File: config.mk
export PLATFORM = sky130hd
export DESIGN_NAME = approx_error_monitor
export DESIGN_NICKNAME = d
export VERILOG_FILES = /design/src/rtl/approx_error_monitor.sv
export SDC_FILE = /design/constraint.sdc
export NUM_CORES = 1
export LEC_CHECK = 0
export BUFFER_PORTS_ARGS = -buffer_cell sky130_fd_sc_hd__buf_2
export CAP_MARGIN = 20
export CORE_MARGIN = 3
export CORE_UTILIZATION = 55
export DETAILED_ROUTE_END_ITERATION = 10
export PLACE_DENSITY = 0.77
export RECOVER_POWER = 50
export SETUP_SLACK_MARGIN = 0.15
export SYNTH_ARGS = -nofsm -noshare
export SYNTH_HDL_FRONTEND = slang
export SYNTH_SLANG_ARGS = --single-unit
File: constraint.sdc
create_clock -name clk -period 12.2 [get_ports clk]
set_input_delay 3.66 -clock clk [delete_from_list [all_inputs] [get_ports clk]]
set_output_delay 3.66 -clock clk [all_outputs]
set_load 0.01 [all_outputs]
File: src/rtl/approx_error_monitor.sv
// Error-statistics stage for an approximate multiplier: recomputes the exact product and
// accumulates count, error count, saturating error sum and (with APPROX_MON_MAX_EN) max error.
module approx_error_monitor #(
   parameter int WIDTH       = 16,
   parameter int NUM_SAMPLES = 1024,
   parameter int CNT_W       = 32,
   parameter int ACC_W       = 48
) (
   input  logic               clk,
   input  logic               rst,
   input  logic               start,
   input  logic               in_valid,
   output logic               in_ready,
   input  logic [WIDTH-1:0]   in1,
   input  logic [WIDTH-1:0]   in2,
   input  logic [2*WIDTH:0]   approx_prod,
   output logic [CNT_W-1:0]   sample_count,
   output logic [CNT_W-1:0]   err_count,
   output logic [ACC_W-1:0]   err_sum,
   output logic [2*WIDTH:0]   err_max,
   output logic               done
);

   localparam int PW    = 2*WIDTH + 1;
   localparam int SUM_W = ((ACC_W > PW) ? ACC_W : PW) + 1;
   localparam logic [CNT_W-1:0] LAST_IDX = CNT_W'(NUM_SAMPLES - 1);
   localparam logic [CNT_W-1:0] BATCH    = CNT_W'(NUM_SAMPLES);
   localparam logic [CNT_W-1:0] CNT_MAX  = '1;
   localparam logic [ACC_W-1:0] ACC_MAX  = '1;

   typedef enum logic [1:0] {IDLE, RUN, DRAIN, DONE} state_t;

   state_t             state;
   state_t             state_next;
   logic [CNT_W-1:0]   accepted;
   logic               accept;
   logic               last_accept;
   logic               pipe_empty;

   logic               s1_valid;
   logic [WIDTH-1:0]   s1_in1;
   logic [WIDTH-1:0]   s1_in2;
   logic [PW-1:0]      s1_approx;
   logic               s2_valid;
   logic [PW-1:0]      s2_ed;

   logic [2*WIDTH-1:0] s1_exact;
   logic [PW-1:0]      exact_ext;
   logic [PW-1:0]      ed;
   logic [SUM_W-1:0]   sum_wide;
   logic [ACC_W-1:0]   sum_next;

   // A sample presented in the same cycle as start is dropped.
   assign accept      = in_valid && in_ready && !start;
   assign last_accept = accept && (accepted == LAST_IDX);
   assign pipe_empty  = !s1_valid && !s2_valid;

   always_ff @(posedge clk or posedge rst) begin
      if (rst) begin
         state <= IDLE;
      end else begin
         state <= state_next;
      end
   end

   always_comb begin
      state_next = state;
      if (start) begin
         state_next = RUN;
      end else begin
         case (state)
            RUN:     if (last_accept) state_next = DRAIN;
            DRAIN:   if (pipe_empty)  state_next = DONE;
            default: state_next = state;
         endcase
      end
   end

   always_comb begin
      in_ready = (state == RUN) && (accepted < BATCH);
      done     = (state == DONE);
   end

   always_ff @(posedge clk or posedge rst) begin
      if (rst) begin
         accepted <= '0;
      end else if (start) begin
         accepted <= '0;
      end else if (accept) begin
         accepted <= accepted + CNT_W'(1);
      end
   end

   always_ff @(posedge clk or posedge rst) begin
      if (rst) begin
         s1_valid  <= 1'b0;
         s1_in1    <= '0;
         s1_in2    <= '0;
         s1_approx <= '0;
         s2_valid  <= 1'b0;
         s2_ed     <= '0;
      end else if (start) begin
         s1_valid <= 1'b0;
         s2_valid <= 1'b0;
      end else begin
         s1_valid <= accept;
         if (accept) begin
            s1_in1    <= in1;
            s1_in2    <= in2;
            s1_approx <= approx_prod;
         end
         s2_valid <= s1_valid;
         if (s1_valid) begin
            s2_ed <= ed;
         end
      end
   end

   // Sum is formed one bit wider than either operand so overflow is visible for saturation.
   always_comb begin
      s1_exact  = (2*WIDTH)'(s1_in1) * (2*WIDTH)'(s1_in2);
      exact_ext = {1'b0, s1_exact};
      ed        = (s1_approx >= exact_ext) ? (s1_approx - exact_ext) : (exact_ext - s1_approx);
      sum_wide  = SUM_W'(err_sum) + SUM_W'(s2_ed);
      sum_next  = (sum_wide > SUM_W'(ACC_MAX)) ? ACC_MAX : sum_wide[ACC_W-1:0];
   end

   always_ff @(posedge clk or posedge rst) begin
      if (rst) begin
         sample_count <= '0;
         err_count    <= '0;
         err_sum      <= '0;
      end else if (start) begin
         sample_count <= '0;
         err_count    <= '0;
         err_sum      <= '0;
      end else if (s2_valid) begin
         if (sample_count != CNT_MAX) sample_count <= sample_count + CNT_W'(1);
         if ((s2_ed != '0) && (err_count != CNT_MAX)) err_count <= err_count + CNT_W'(1);
         err_sum <= sum_next;
      end
   end

`ifdef APPROX_MON_MAX_EN
   always_ff @(posedge clk or posedge rst) begin
      if (rst) begin
         err_max <= '0;
      end else if (start) begin
         err_max <= '0;
      end else if (s2_valid && (s2_ed > err_max)) begin
         err_max <= s2_ed;
      end
   end
`else
   assign err_max = '0;
`endif

endmodule

Word-level counts from Yosys, hierarchy flattened
Cells that the tools add are included.
- logic and storage cells: 68
- register bits: 246
- input port bits: 69
- eq/ne operators: 8
- add/sub/neg operators: 6
- multipliers: 1
- muxes and demuxes: 18
- reductions and logical operators: 20
- order comparisons: 3
- bitwise logic cells: 1
- operators by type and width (cell ; count):
    32-bit 2-to-1 mux ; 8
    48-bit 2-to-1 mux ; 3
    32-bit by 1-bit adder with 32-bit output, second input constant ; 3
    32-bit != test, second input constant ; 2
    48-bit by 33-bit adder with 49-bit output ; 1
    49-bit by 48-bit > comparator with 1-bit output, second input constant ; 1
    33-bit by 32-bit greater-or-equal comparator with 1-bit output ; 1
    33-bit 2-to-1 mux ; 1
    33-bit nonzero test ; 1
    32-bit by 33-bit subtractor with 33-bit output ; 1
    33-bit by 32-bit subtractor with 33-bit output ; 1
    32-bit by 10-bit == test with 1-bit output, second input constant ; 1
    32-bit by 11-bit less-than comparator with 1-bit output, second input constant ; 1
    16-bit by 16-bit multiplier with 32-bit output ; 1
    2-bit AND reduction ; 4
    2-bit nonzero test ; 4
    1-bit logical AND ; 6
    2-bit 2-to-1 mux ; 3
    3-bit != test, second input constant ; 2
    2-bit == test, second input constant ; 2
    2-bit case mux with 2 select lines ; 1
    1-bit zero test ; 3
    3-bit AND reduction ; 1
    3-bit nonzero test ; 1
    other kinds (3) ; 4

Logic depth before layout (Yosys ltp)
- depth after elaboration: 8
- depth in mapped cells: 42
- gate-level depth less buffers: 37

Worst setup path after synthesis
Ideal clock, no wire load.
- kind: flip-flop to flip-flop
- start point: register s1_in1[9]
- end point: register s2_ed[16]
- required time: 12.067 ns
- slack: 3.263 ns
- arrival time: 8.804 ns
- stages on the path, launching flop included: 37
- path buffers: 3
- clock period less this slack: 8.937 ns
- path through: dfrtp_1 > clkbuf_1 > nand2_1 > fa_1 > fa_1 > fa_1 > inv_1 > fa_1 > fa_1 > inv_1 > fa_1 > inv_1 > ha_1 > a21o_1 > a21o_1 > a21oi_1 > nor2_1 > a2111oi_0 > a21oi_1 > a2111oi_1 > nor2_1 > a21o_1 > a21o_1 > xor2_1 > ha_1 > clkbuf_1 > and4_1 > and3_1 > a211oi_1 > a21boi_0 > a21boi_1 > buf_4 > mux2_2 > a31o_2 > a21oi_1 > xor2_1 > o21ai_0
- longest elaborated chain between the ends: 3
- elaborated cells between the ends (all ways): 5
- classes of those cells: 2 x add/sub; 1 x mul; 1 x order compare; 1 x mux
- ends and longest elaborated chain (element ; RTL line ; text):
    start: declaration ; 41 ; logic [WIDTH-1:0] s1_in1;
    start signal: assignment ; 108 ; s1_in1 <= in1;
    16-bit by 16-bit multiplier with 32-bit output * ; 121 ; s1_exact = (2*WIDTH)'(s1_in1) * (2*WIDTH)'(s1_in2);
    32-bit by 33-bit subtractor with 33-bit output, or another cell as far along ; 123 ; ed = (s1_approx >= exact_ext) ? (s1_approx - exact_ext) : (exact_ext - s1_approx);
    33-bit 2-to-1 mux * ; 123 ;
    end signal: assignment ; 101 ; s2_ed <= '0;
    end signal: assignment ; 114 ; s2_ed <= ed;
    end: declaration ; 45 ; logic [PW-1:0] s2_ed;
Mark *: on every way between the ends. The rest lies on a longest branch, timed or not.
A chain may end at the register's enable or synchronous reset.

Final worst setup path
- start point: register s1_in2[9]
- end point: register s2_ed[16]
- longest elaborated chain between the ends: 3
- elaborated cells between the ends (all ways): 5
- classes of those cells: 2 x add/sub; 1 x mul; 1 x order compare; 1 x mux
- ends and longest elaborated chain (element ; RTL line ; text):
    start: declaration ; 42 ; logic [WIDTH-1:0] s1_in2;
    start signal: assignment ; 109 ; s1_in2 <= in2;
    16-bit by 16-bit multiplier with 32-bit output * ; 121 ;
    32-bit by 33-bit subtractor with 33-bit output, or another cell as far along ; 123 ;
    33-bit 2-to-1 mux * ; 123 ;
Marks and branches as above.

==> reports/qor.yml <==
synthCells: 2703
antenna_cells: 0
worst_pin_slew_ns: 4.33
cts_resized: 0
post_drt_wl_per_cell_um: 17.4
drive_above_1_share_pct: 8.69
ys_warn_count: 0
critPathMaxStageDelay_ns: 0.80
timing.reg2reg.setup_slack_ns: 1.52
cp_slowest_cell: "dfrtp_1"
cp-start-kind: "flop"
maxSlewViolCount: 316
utilization_pct: 60.9
max_freq_mhz: 93.6
viasPerCell: 5.65
crit_arrival_ns: 11.11
cts_tree: "yes"
crit_top_cell: "fa_1"
num_vias: 19235
die-area_um2: 46100
grt_max_degree: 101
r2r_cells: 35
root_buffer: "clkbuf_16"
start_util_pct: 56.3
globalplace.congestion: 0.940
final_hold_viol_count: 0
finalWirelength_um: 59400
setup_viol: 0
finish.instance_area_um2: 25900
grt_pass1_wl_um: 99700
required_ns: 12.63
ant_nets: 0
fin_nets: 3280
antenna_found_initial: 1
htree_levels: 1
hp-start: "accepted[24]$_DFFE_PP0P_"
rsz0062_at_grt: "false"
drcViolationCount: 0
ys_ff_latch: 246
io_buffers: 182
hpwl_um: 45900
ys_seq_area_share_pct: 25.7
violations: "max-capacitance violations, max-slew violations"
relSlewSlack_pct: -190
grt_usage_pct: 25.8
async_flop_share_pct: 100
path_clk_slew_ns: 0.06
synth_enable_flop_cells: 0
crit_fanout: 23
fin_skew_ns: 0.0231
ys_top_cells_by_area: "dfrtp_1 26%, fa_1 16%, ha_1 11%"
hold_path_class: "flop to flop"
crit_type: "flop to flop"
cts_buffer_depth: 3
drt_first_pass_iters: 5
core_area_um2: 42500
area_growth_syn_to_layout_pct: 8.16
period_needed_ns: 10.68
drt_iter0_drc: 1470
rows: 75
first_global_vias: 19364
period_share_pct: 87.5
num_io_pins: 216
post-place-ws_ns: 1.68
ctsHoldBuffers: 0
whs_path_depth: 1
postCtsSetupRepairBufs: 0
placed_area_um2: 25100
synth_cell_types: 75
outcome: "complete, but fails checks"
finalSetupTns_ns: 0
rr_endpoint: "s2_ed[16]$_DFFE_PP0P_"
synthFlopType: "dfrtp_1"
die-width_um: 215
yosysTopAreaCellShare_pct: 25.7
syn_avg_cell_area_um2: 8.86
syn_area_um2: 23900
r2r_start: "s1_in2[9]$_DFFE_PP0P_"
grt_overflow_total: 0
cts_inserted_buffers: 28
synth_top_cell_by_area: "dfrtp_1"
worstSkewPairLatency_ns: 0.59
die_h_um: 215
hold_end: "accepted[24]$_DFFE_PP0P_"
cts.sinks: 246
cp-end-kind: "flop"
setup_slack_ns: 1.52
max_cap_viol_count: 4
-- worst max-delay path, delay by kind of cell (launching register included) --
kind	cells	cell delay [ns]
flops	1	0.80
mux	1	0.31
buf+inv	6	0.66
compound gates	10	2.93
simple gates	8	1.57
xor+xnor	2	0.34
fa+ha+maj	8	3.89
-- per-stage QoR --
step / instances / hold WS, ns
3_5_place_dp: 3356 / 0.486
4_1_cts: 3406 / 0.503
3_3_place_gp: 3356 / 0.483
2_1_floorplan: 2735 / 0.465
6_report: 3407 / 0.500
5_1_grt: 3407 / 0.524
-- Yosys cell counts (3+ instances only) --
cell / count
o21bai_1: 19
and4_1: 12
o211ai_1: 4
or3_1: 18
nand3_1: 49
buf_6: 4
mux2i_1: 21
inv_1: 338
a21oi_1: 138
dfrtp_1: 246
nor2_1: 178
nand2_1: 291
nand3b_1: 5
o21a_1: 16
fa_1: 197
a31oi_1: 18
and3_1: 16
nor3_1: 28
nand4_1: 35
o21ai_0: 148
or4_1: 3
nand2b_1: 19
a311oi_1: 22
and2_1: 121
a21o_1: 72
nor4_1: 17
clkbuf_1: 92
o22ai_1: 10
mux2_2: 38
buf_2: 14
xnor2_1: 76
o21ai_1: 6
o31ai_1: 12
xor2_1: 75
buf_4: 38
a221oi_1: 4
a21oi_2: 3
nor2b_1: 33
a211oi_1: 10
a31o_2: 4
ha_1: 204
or2_2: 5
-- per-layer routing --
metal  GRT usage (%)  up-vias  wire length (µm)
li1                -     9051                 -
met1            36.1     9536             26100
met2            43.0      536             28800
met3            2.76      112              2780
met4            7.32        0              1750
met5               0        -                 0
-- cell usage in the layout (no fill, tap or decap), types with 10 or more instances in the layout --
cell type / n
buf_2: 124
nor2_1: 178
o21ai_0: 148
nand2b_1: 18
a21oi_1: 138
fa_1: 197
a31oi_1: 18
xor2_1: 75
or3_1: 18
buf_4: 10
o31ai_1: 12
nor2b_1: 32
nor3_1: 28
mux2_2: 38
o21a_1: 16
o21bai_1: 19
clkbuf_1: 68
a21o_1: 72
nand2_1: 291
and2_1: 120
mux2i_1: 21
clkbuf_16: 28
a311oi_1: 22
inv_1: 337
conb_1: 33
dfrtp_1: 245
nor4_1: 17
xnor2_1: 76
a211oi_1: 11
nand4_1: 35
ha_1: 204
nand3_1: 49
and4_1: 12
o22ai_1: 10
and3_1: 16
-- sequential cells by signal, summed over array words and instances, names as in the netlist --
register and count:
s1_in2 16, s1_valid 1, state 2, s1_approx 33, sample_count 32, s2_valid 1
err_count 32, s2_ed 33, accepted 32, s1_in1 16, err_sum 48
-- layout make-up --
| class | instances | area, µm² |
|---|---|---|
| Sequential cell | 246 | 6160 |
| Clock inverter | 8 | 97.6 |
| Multi-Input combinational cell | 2001 | 15900 |
| Fill cell | 3713 | 16600 |
| Tap cell | 577 | 722 |
| Inverter | 338 | 1270 |
| Clock buffer | 42 | 823 |
| Timing Repair Buffer | 195 | 925 |
-- cell families after synthesis --
logic type / share of synthesized area (%)
compound gates: 13.6
xor+xnor: 5.52
fa+ha+maj: 27.1
buf+inv: 8.44
flops: 25.7
mux: 2.72
other cells: 0.0157
simple gates: 16.9
-- worst max path at each step --
stage                               to  cells after the start  slack, ns                   from
2_1_floorplan  accepted[0]$_DFFE_PP0P_                      1       1.78                    rst
3_3_place_gp     s2_ed[16]$_DFFE_PP0P_                     35       1.94  s1_in1[6]$_DFFE_PP0P_
3_5_place_dp     s2_ed[16]$_DFFE_PP0P_                     35       1.68  s1_in1[6]$_DFFE_PP0P_
4_1_cts          s2_ed[16]$_DFFE_PP0P_                     35       1.64  s1_in2[9]$_DFFE_PP0P_
5_1_grt         s1_in1[12]$_DFFE_PP0P_                      4       0.76                    rst
6_report         s2_ed[16]$_DFFE_PP0P_                     35       1.52  s1_in2[9]$_DFFE_PP0P_
Power is not shown: default switching activity piles up to over one toggle a cycle in this logic, so the estimate is an artifact.
